==> src/rtl/psum_accum.sv <==
// psum_accum: read-modify-write partial-sum accumulator driving psum_rf, with a valid/ready drain port
module psum_accum #(
    parameter int DATA_WIDTH = 8,
    parameter int ADDR_WIDTH = 5,
    parameter int PASS_WIDTH = 4
) (
    input  logic                  i_clk,
    input  logic                  i_rst,
    input  logic                  i_start,
    input  logic [ADDR_WIDTH-1:0] i_len,
    input  logic [PASS_WIDTH-1:0] i_passes,
    input  logic                  i_psum_valid,
    input  logic [DATA_WIDTH-1:0] i_psum_data,
    output logic                  o_psum_ready,
    output logic                  o_rf_wr_en,
    output logic [ADDR_WIDTH-1:0] o_rf_wr_addr,
    output logic [DATA_WIDTH-1:0] o_rf_wr_data,
    output logic [ADDR_WIDTH-1:0] o_rf_rd_addr,
    input  logic [DATA_WIDTH-1:0] i_rf_rd_data,
    output logic                  o_out_valid,
    output logic [DATA_WIDTH-1:0] o_out_data,
    input  logic                  i_out_ready,
    output logic                  o_busy,
    output logic                  o_done
);
    typedef enum logic [1:0] {IDLE, ACCUM, DRAIN} state_t;
    localparam logic [DATA_WIDTH-1:0] SAT_MAX = {1'b0, {(DATA_WIDTH-1){1'b1}}};
    localparam logic [DATA_WIDTH-1:0] SAT_MIN = {1'b1, {(DATA_WIDTH-1){1'b0}}};
    state_t                state_q;
    logic [ADDR_WIDTH-1:0] addr_q, len_q;
    logic [PASS_WIDTH-1:0] pass_q, passes_q;
    logic                  done_q;
    logic [DATA_WIDTH:0]   sum;
    logic [DATA_WIDTH-1:0] sat_sum;
    logic                  addr_last;
    // one extra bit of headroom exposes overflow as a mismatch of the top two bits
    assign sum = {i_psum_data[DATA_WIDTH-1], i_psum_data} + {i_rf_rd_data[DATA_WIDTH-1], i_rf_rd_data};
    assign sat_sum = (sum[DATA_WIDTH] == sum[DATA_WIDTH-1]) ? sum[DATA_WIDTH-1:0]
                   : (sum[DATA_WIDTH] ? SAT_MIN : SAT_MAX);
    assign addr_last = addr_q == len_q;
    assign o_psum_ready = state_q == ACCUM;
    assign o_rf_wr_en = o_psum_ready & i_psum_valid;
    assign o_rf_wr_addr = o_psum_ready ? addr_q : '0;
    assign o_rf_wr_data = !o_psum_ready ? '0 : (pass_q == '0 ? i_psum_data : sat_sum);
    assign o_rf_rd_addr = addr_q;
    assign o_out_valid = state_q == DRAIN;
    assign o_out_data = o_out_valid ? i_rf_rd_data : '0;
    assign o_busy = state_q != IDLE;
    assign o_done = done_q;
    // tile sequencing: latch geometry on start, walk entries per pass, then drain each entry once
    always_ff @(posedge i_clk or posedge i_rst) begin
        if (i_rst) begin
            state_q  <= IDLE;
            addr_q   <= '0;
            len_q    <= '0;
            pass_q   <= '0;
            passes_q <= '0;
            done_q   <= 1'b0;
        end else begin
            done_q <= 1'b0;
            case (state_q)
                IDLE: if (i_start) begin
                    state_q  <= ACCUM;
                    len_q    <= i_len;
                    passes_q <= i_passes;
                    addr_q   <= '0;
                    pass_q   <= '0;
                end
                ACCUM: if (i_psum_valid) begin
                    addr_q <= addr_last ? '0 : addr_q + 1'b1;
                    if (addr_last) begin
                        pass_q <= pass_q + 1'b1;
                        if (pass_q == passes_q) state_q <= DRAIN;
                    end
                end
                DRAIN: if (i_out_ready) begin
                    addr_q <= addr_last ? '0 : addr_q + 1'b1;
                    if (addr_last) begin
                        state_q <= IDLE;
                        done_q  <= 1'b1;
                    end
                end
                default: state_q <= IDLE;
            endcase
        end
    end
endmodule

==> config.mk <==
export PLATFORM = sky130hd
export DESIGN_NAME = psum_accum
export DESIGN_NICKNAME = d
export VERILOG_FILES = /design/src/rtl/psum_accum.sv
export SDC_FILE = /design/constraint.sdc
export NUM_CORES = 1
export LEC_CHECK = 0
export BUFFER_PORTS_ARGS = -buffer_cell sky130_fd_sc_hd__buf_2
export CELL_PAD_IN_SITES_DETAIL_PLACEMENT = 1
export CELL_PAD_IN_SITES_GLOBAL_PLACEMENT = 1
export CORE_ASPECT_RATIO = 1.75
export CORE_MARGIN = 1
export CORE_UTILIZATION = 41
export DETAILED_ROUTE_END_ITERATION = 8
export GPL_ROUTABILITY_DRIVEN = 0
export PLACE_DENSITY = 0.9
export SLEW_MARGIN = 5
export SYNTH_ARGS = -nofsm -noshare
export SYNTH_HDL_FRONTEND = slang
export SYNTH_SLANG_ARGS = --single-unit
==> constraint.sdc <==
create_clock -name i_clk -period 4.8 [get_ports i_clk]
set_clock_uncertainty 0.1 [all_clocks]
set_input_delay 0.24 -clock i_clk [delete_from_list [all_inputs] [get_ports i_clk]]
set_output_delay 0.24 -clock i_clk [all_outputs]
set_load 0.01 [all_outputs]
Word-level counts from Yosys, hierarchy flattened
Cells that the tools add are included.

storage, ports and cells
  register bits = 21
  input bits = 30

cells by class
  $add $sub $neg = 3
  equal/unequal tests = 11
  multiplexer cells = 25
  bitwise logic cells = 1
  reduce and logical (&&, ||, !) cells = 9

operators by type and width
  cell                   number
  $mux W8                5
  $mux W5                5
  $pmux W5 S3            1
  $mux W2                6
  $mux W4                3
  $add A8 B8 Y9          1
  $ne A2 B1 Y1 const B   4
  $pmux W4 S2            1
  $reduce_and A4 Y1      2
  $pmux W2 S3            1
  $reduce_and A6 Y1      1
  $add A5 B1 Y5 const B  1
  $eq A5 B5 Y1           1
  $add A4 B1 Y4 const B  1
  $eq A4 B4 Y1           1
  $logic_not A4 Y1       1
  $ne A2 B2 Y1 const B   2
  $reduce_bool A2 Y1     2
  $mux W1                3
  $reduce_bool A3 Y1     1
  $eq A2 B1 Y1 const B   1
  $eq A2 B2 Y1 const B   1
  $logic_not A2 Y1       1
  $reduce_and A2 Y1      1
  2 further kinds        2

Longest topological paths before layout
  depth in word-level cells = 5
  gate-level depth with buffers = 7

Worst setup path before layout
OpenSTA, ideal clock, no wires.

  path type = in2out
  from = input port i_psum_data[5]
  to = output port o_rf_wr_data[6]
  arrival time = 1.798 ns
  setup slack = 2.662 ns
  cell stages on the path = 7
  path buffers = 1
  cell sequence = ha_1 > buf_6 > a21o_1 > a2111oi_4 > a22oi_2 > a32oi_4 > a21oi_1

on the way
  longest elaborated chain between the ends = 5

RTL lines
  what                                            RTL line  RTL
  start, declared                                 13        input logic [DATA_WIDTH-1:0] i_psum_data,
  $add A8 B8 Y9 (*)                               37        assign sum = {i_psum_data[DATA_WIDTH-1], i_psum_data} + {i_rf_rd_data[DATA_WIDTH-1], i_rf_rd_data};
  $mux W8 / $eq A1 B1 Y1 (equally long branches)  39, 38
  $mux W8 (*)                                     38        assign sat_sum = (sum[DATA_WIDTH] == sum[DATA_WIDTH-1]) ? sum[DATA_WIDTH-1:0]
  $mux W8 (*) (2 in series)                       44        assign o_rf_wr_data = !o_psum_ready ? '0 : (pass_q == '0 ? i_psum_data : sat_sum);
  end, declared                                   17        output logic [DATA_WIDTH-1:0] o_rf_wr_data,

Every way passes the cells marked *; elsewhere a longest branch is shown, timed or not.

Worst setup path after layout
  from = input port i_psum_data[0]
  to = output port o_rf_wr_data[6]

The elaborated chain is that of the path after synthesis.

==> results by stage <==
Worst setup path:
- The biggest fanout along the worst timing path is 6.
- The register-to-register setup slack is 2.28 ns.
- At the worst endpoint, the arrival time is 2.23 ns.
- The type of the worst setup path is in2out.
- STA puts the critical path data required time at 4.46 ns.
- The endpoint type of the worst setup path is an output port.
- In this design, the critical path's most frequently occurring cell is sky130_fd_sc_hd__buf_2.
- For this run, the slowest stage of the critical path takes 0.43 ns.
- The signal on the critical path passes through buf_2 > ha_1 > fa_1 > and3_2 > o21bai_1 > a22oi_2 > a32oi_4 > a21oi_1 > buf_2.
- The slowest stage cell on the critical path is sky130_fd_sc_hd__fa_1.
- The launching element type of the critical path is an input pin.

Global route:
- The via count of the first global-routing pass is 1876.
- For met1 alone, demand over resource in global routing was 22.72%.
- The maximum number of pins on one net before global-route repair is 22.
- The first global-routing pass estimated 8500 um of wire.
- Global routing used 22.87% of the available tracks.
- Global routing finished with a remaining overflow of 0.
- The busiest metal layer after global routing is met2.
- For met3 alone, demand over resource in global routing was 2.653%.
- The initial antenna violation count was 0.
- The met2 routing resource usage after global routing is 44.17%.

Synth:
- The cell count after synthesis is 207.
- The post-synthesis net count is 254.
- Of all cell types, the one taking the most synthesized area is sky130_fd_sc_hd__dfrtp_1.
- The mean instance size in the synthesized netlist is 9.200 um2.
- Sequential cells were found to cover 27.60% of the synthesized design area.
- The total of flip-flops plus latches after synthesis is 21.
- By area the synthesized netlist is led by sky130_fd_sc_hd__dfrtp_1 28%, sky130_fd_sc_hd__ha_1 11%, sky130_fd_sc_hd__mux2_2 5.3%.
- The fraction of registers with async set or reset after synthesis is 100.0%.
- In this run, distinct cell masters in the synthesized netlist total 51.
- The mapped cell area is 1904 um2.
- The synthesized design contains 0 enable-type register cells.
- The synthesis warning total is 0.
- The area share of the leading cell type in the synthesized netlist is 27.60%.
- The most used flip-flop cell after synthesis is sky130_fd_sc_hd__dfrtp_1.

Drt:
- The number of optimization iterations in the first detailed-route pass is 4.
- The average via count per standard cell is 5.768.
- The count of unresolved DRC violations after routing is 0.
- The final layout contains routed wiring with a total length of 5208 um.
- The count of nets left with antenna violations once routing finished came out at 0.
- The count of vias placed by the detailed router is 1817.
- The number of DRC markers after the initial detailed-route iteration is 17.
- The average wire per cell in the routed design is 16.53 um.

Layout:
- The area of all placed cells without fillers is 2258 um2.
- The finished layout holds 315 standard cells, fillers aside.
- In the final design database the tool counted 312 nets.
- The post-route core utilization is 50.82%.
- The number of fill cells is 532.
- Cells with a size suffix above 1 make up 32.95% of the layout.
- The total inserted antenna cells is 0.
- The synthesis-to-finish area growth is 18.59%.

Timing:
- Setup repair after global routing left no endpoint under its margin.
- For the final routed database, the setup TNS stands at 0 ns.
- The fraction of the cycle the final worst path needs is 53.63%.
- The number of failing hold endpoints at the final stage is 0.
- The max-slew violation total from the final report was 0.
- The count of endpoints failing setup in the final report is 0.
- For the finished layout, the period the worst path requires is 2.574 ns.
- At the pin with the least slew margin, the transition time is 0.8026 ns.
- Headroom to the max-slew limit came out at 46.43%.
- The highest attainable clock frequency is 388.5 MHz.

Floorplan:
- The effective utilization at floorplan is 42.85%.
- The y dimension of the die is 92.16 um.
- The die area is 4932 um2.
- In this run the standard cell core region covers 4444 um2.
- The floorplan has 32 rows.
- The horizontal extent of the die is 53.52 um.
- The number of top-level design ports is 61.

Placement:
- The number of placed instances, taps included is 311.
- The half-perimeter wire length of the detailed placement result is 4184 um.
- The number of port buffers is 60.
- The placed cell area is 2213 um2.

Clock tree:
- The clock insertion delay at the later pin of the skew report is 0.26 ns.
- The number of buffers created by CTS is 3.
- The number of buffers inserted by hold repair at cts is 0.
- After clock tree synthesis, the repair step resized 0 gates.
- The clock edge transition at the registers on the reported setup and hold paths is 0.08 ns.
- The longest clock path from root to sink contains 2 buffers.
- CTS built an H-tree with a depth of 1.
- The clock tree from TritonCTS is built.
- The clock sink total is 21.
- The number of setup buffers added after CTS is 0.
- The root buffer cell chosen for the clock tree is sky130_fd_sc_hd__clkbuf_8.

Pwr:
- The worst ir drop on vdd is 0.0003472 V.
- Total power for the finished layout comes to 1.074 mW.
- The analysis attributes to cell leakage a power of 1.102 nW.
- The power per unit of standard cell area is 475.6 nW/um2.

Job:
- Max-cap violations in this run came to 0.

Outcome:
- The run finished with clean final reports.

Worst hold path:
- The kind of path behind the tightest hold check is in2async.
==> sequential cells by signal, summed over array words and instances, names as in the netlist <==
register      cells
state_q           2
o_done            1
o_rf_rd_addr      5
pass_q            4
len_q             5
passes_q          4
==> Yosys cell counts, types with 2 or more instances <==
cell type / n
sky130_fd_sc_hd__xnor2_1: 7
sky130_fd_sc_hd__o2111ai_1: 2
sky130_fd_sc_hd__nor3_1: 6
sky130_fd_sc_hd__inv_2: 3
sky130_fd_sc_hd__or4b_1: 3
sky130_fd_sc_hd__a211oi_2: 2
sky130_fd_sc_hd__nor2_1: 8
sky130_fd_sc_hd__xor2_1: 5
sky130_fd_sc_hd__buf_6: 3
sky130_fd_sc_hd__nand2b_1: 4
sky130_fd_sc_hd__clkbuf_1: 2
sky130_fd_sc_hd__o21ai_1: 2
sky130_fd_sc_hd__nand3_1: 9
sky130_fd_sc_hd__mux2i_1: 4
sky130_fd_sc_hd__inv_1: 12
sky130_fd_sc_hd__a21oi_1: 8
sky130_fd_sc_hd__a21o_1: 3
sky130_fd_sc_hd__a31oi_1: 3
sky130_fd_sc_hd__dfrtp_1: 21
sky130_fd_sc_hd__o21ai_0: 17
sky130_fd_sc_hd__ha_1: 16
sky130_fd_sc_hd__nand2_1: 11
sky130_fd_sc_hd__mux2_2: 9
sky130_fd_sc_hd__o2bb2ai_1: 3
sky130_fd_sc_hd__and2_1: 13
sky130_fd_sc_hd__o211ai_1: 4
sky130_fd_sc_hd__o22ai_1: 2
sky130_fd_sc_hd__and3_1: 2
==> power by group <==
part	internal, mW	switching, mW	total, mW	leakage, nW
clock	0.0591	0.0572	0.116	0.0228
sequential	0.238	0.0567	0.295	0.268
combinational	0.271	0.391	0.663	0.811
==> through the flow <==
stage | hold slack, ns | setup slack (ns)
floorplan | 0.1165 | 2.662
global placement | 0.3182 | 2.274
detailed placement | 0.3272 | 2.229
CTS | 0.04914 | 2.228
global route | 0.1020 | 2.057
finish | 0.02227 | 2.226
==> path summary, 6_finish.rpt <==
kind	start	to	cells past startpoint
worst max-delay path	i_psum_data[0]	o_rf_wr_data[6]	9
worst min-delay path	i_rst	passes_q[3]	2
worst max register to register	state_q[1]	state_q[0]	7
worst min register to register	len_q[1]	len_q[1]	1
max in group asynchronous	i_rst	state_q[1]	2
min in group i_clk	i_len[0]	len_q[0]	2
==> logic make-up after synthesis <==
| kind of cell | synth area share (%) |
|---|---|
| simple gates | 17.74 |
| mux | 8.016 |
| flops | 27.60 |
| buf+inv | 5.847 |
| fa+ha+maj | 11.56 |
| compound gates | 23.72 |
| xor+xnor | 5.519 |
==> layout make-up <==
| type | instances | area [um2] | area share [%] |
|---|---|---|---|
| multi-input cells | 164 | 1267 | 56.12 |
| well taps | 51 | 63.81 | 2.825 |
| flip-flops and latches | 21 | 525.5 | 23.27 |
| clock buffers | 4 | 45.04 | 1.994 |
| repair buffers | 60 | 300.3 | 13.30 |
| inverters | 15 | 56.30 | 2.493 |
==> metal layers <==
| layer | wire, um | vias up |
|---|---|---|
| met5 | 0 | - |
| li1 | - | 863 |
| met1 | 1858 | 883 |
| met3 | 198 | 13 |
| met4 | 120 | 0 |
| met2 | 3031 | 58 |
==> cells in the final DEF, fill, tap and decap left out, types with 5 or more instances in the layout <==
cell,instances
sky130_fd_sc_hd__ha_1,16
sky130_fd_sc_hd__mux2_2,9
sky130_fd_sc_hd__xor2_1,5
sky130_fd_sc_hd__nor3_1,6
sky130_fd_sc_hd__nand3_1,9
sky130_fd_sc_hd__nor2_1,8
sky130_fd_sc_hd__inv_1,12
sky130_fd_sc_hd__xnor2_1,7
sky130_fd_sc_hd__dfrtp_1,21
sky130_fd_sc_hd__a21oi_1,8
sky130_fd_sc_hd__o21ai_0,17
sky130_fd_sc_hd__and2_1,13
sky130_fd_sc_hd__nand2_1,11
sky130_fd_sc_hd__buf_2,60
==> critical path: cells and delay by family <==
kind	cells	cell delay, ns
compound gates	4	0.86
fa+ha+maj	2	0.67
buf+inv	2	0.26
simple gates	1	0.22
Power figures use the tool's default switching activity.
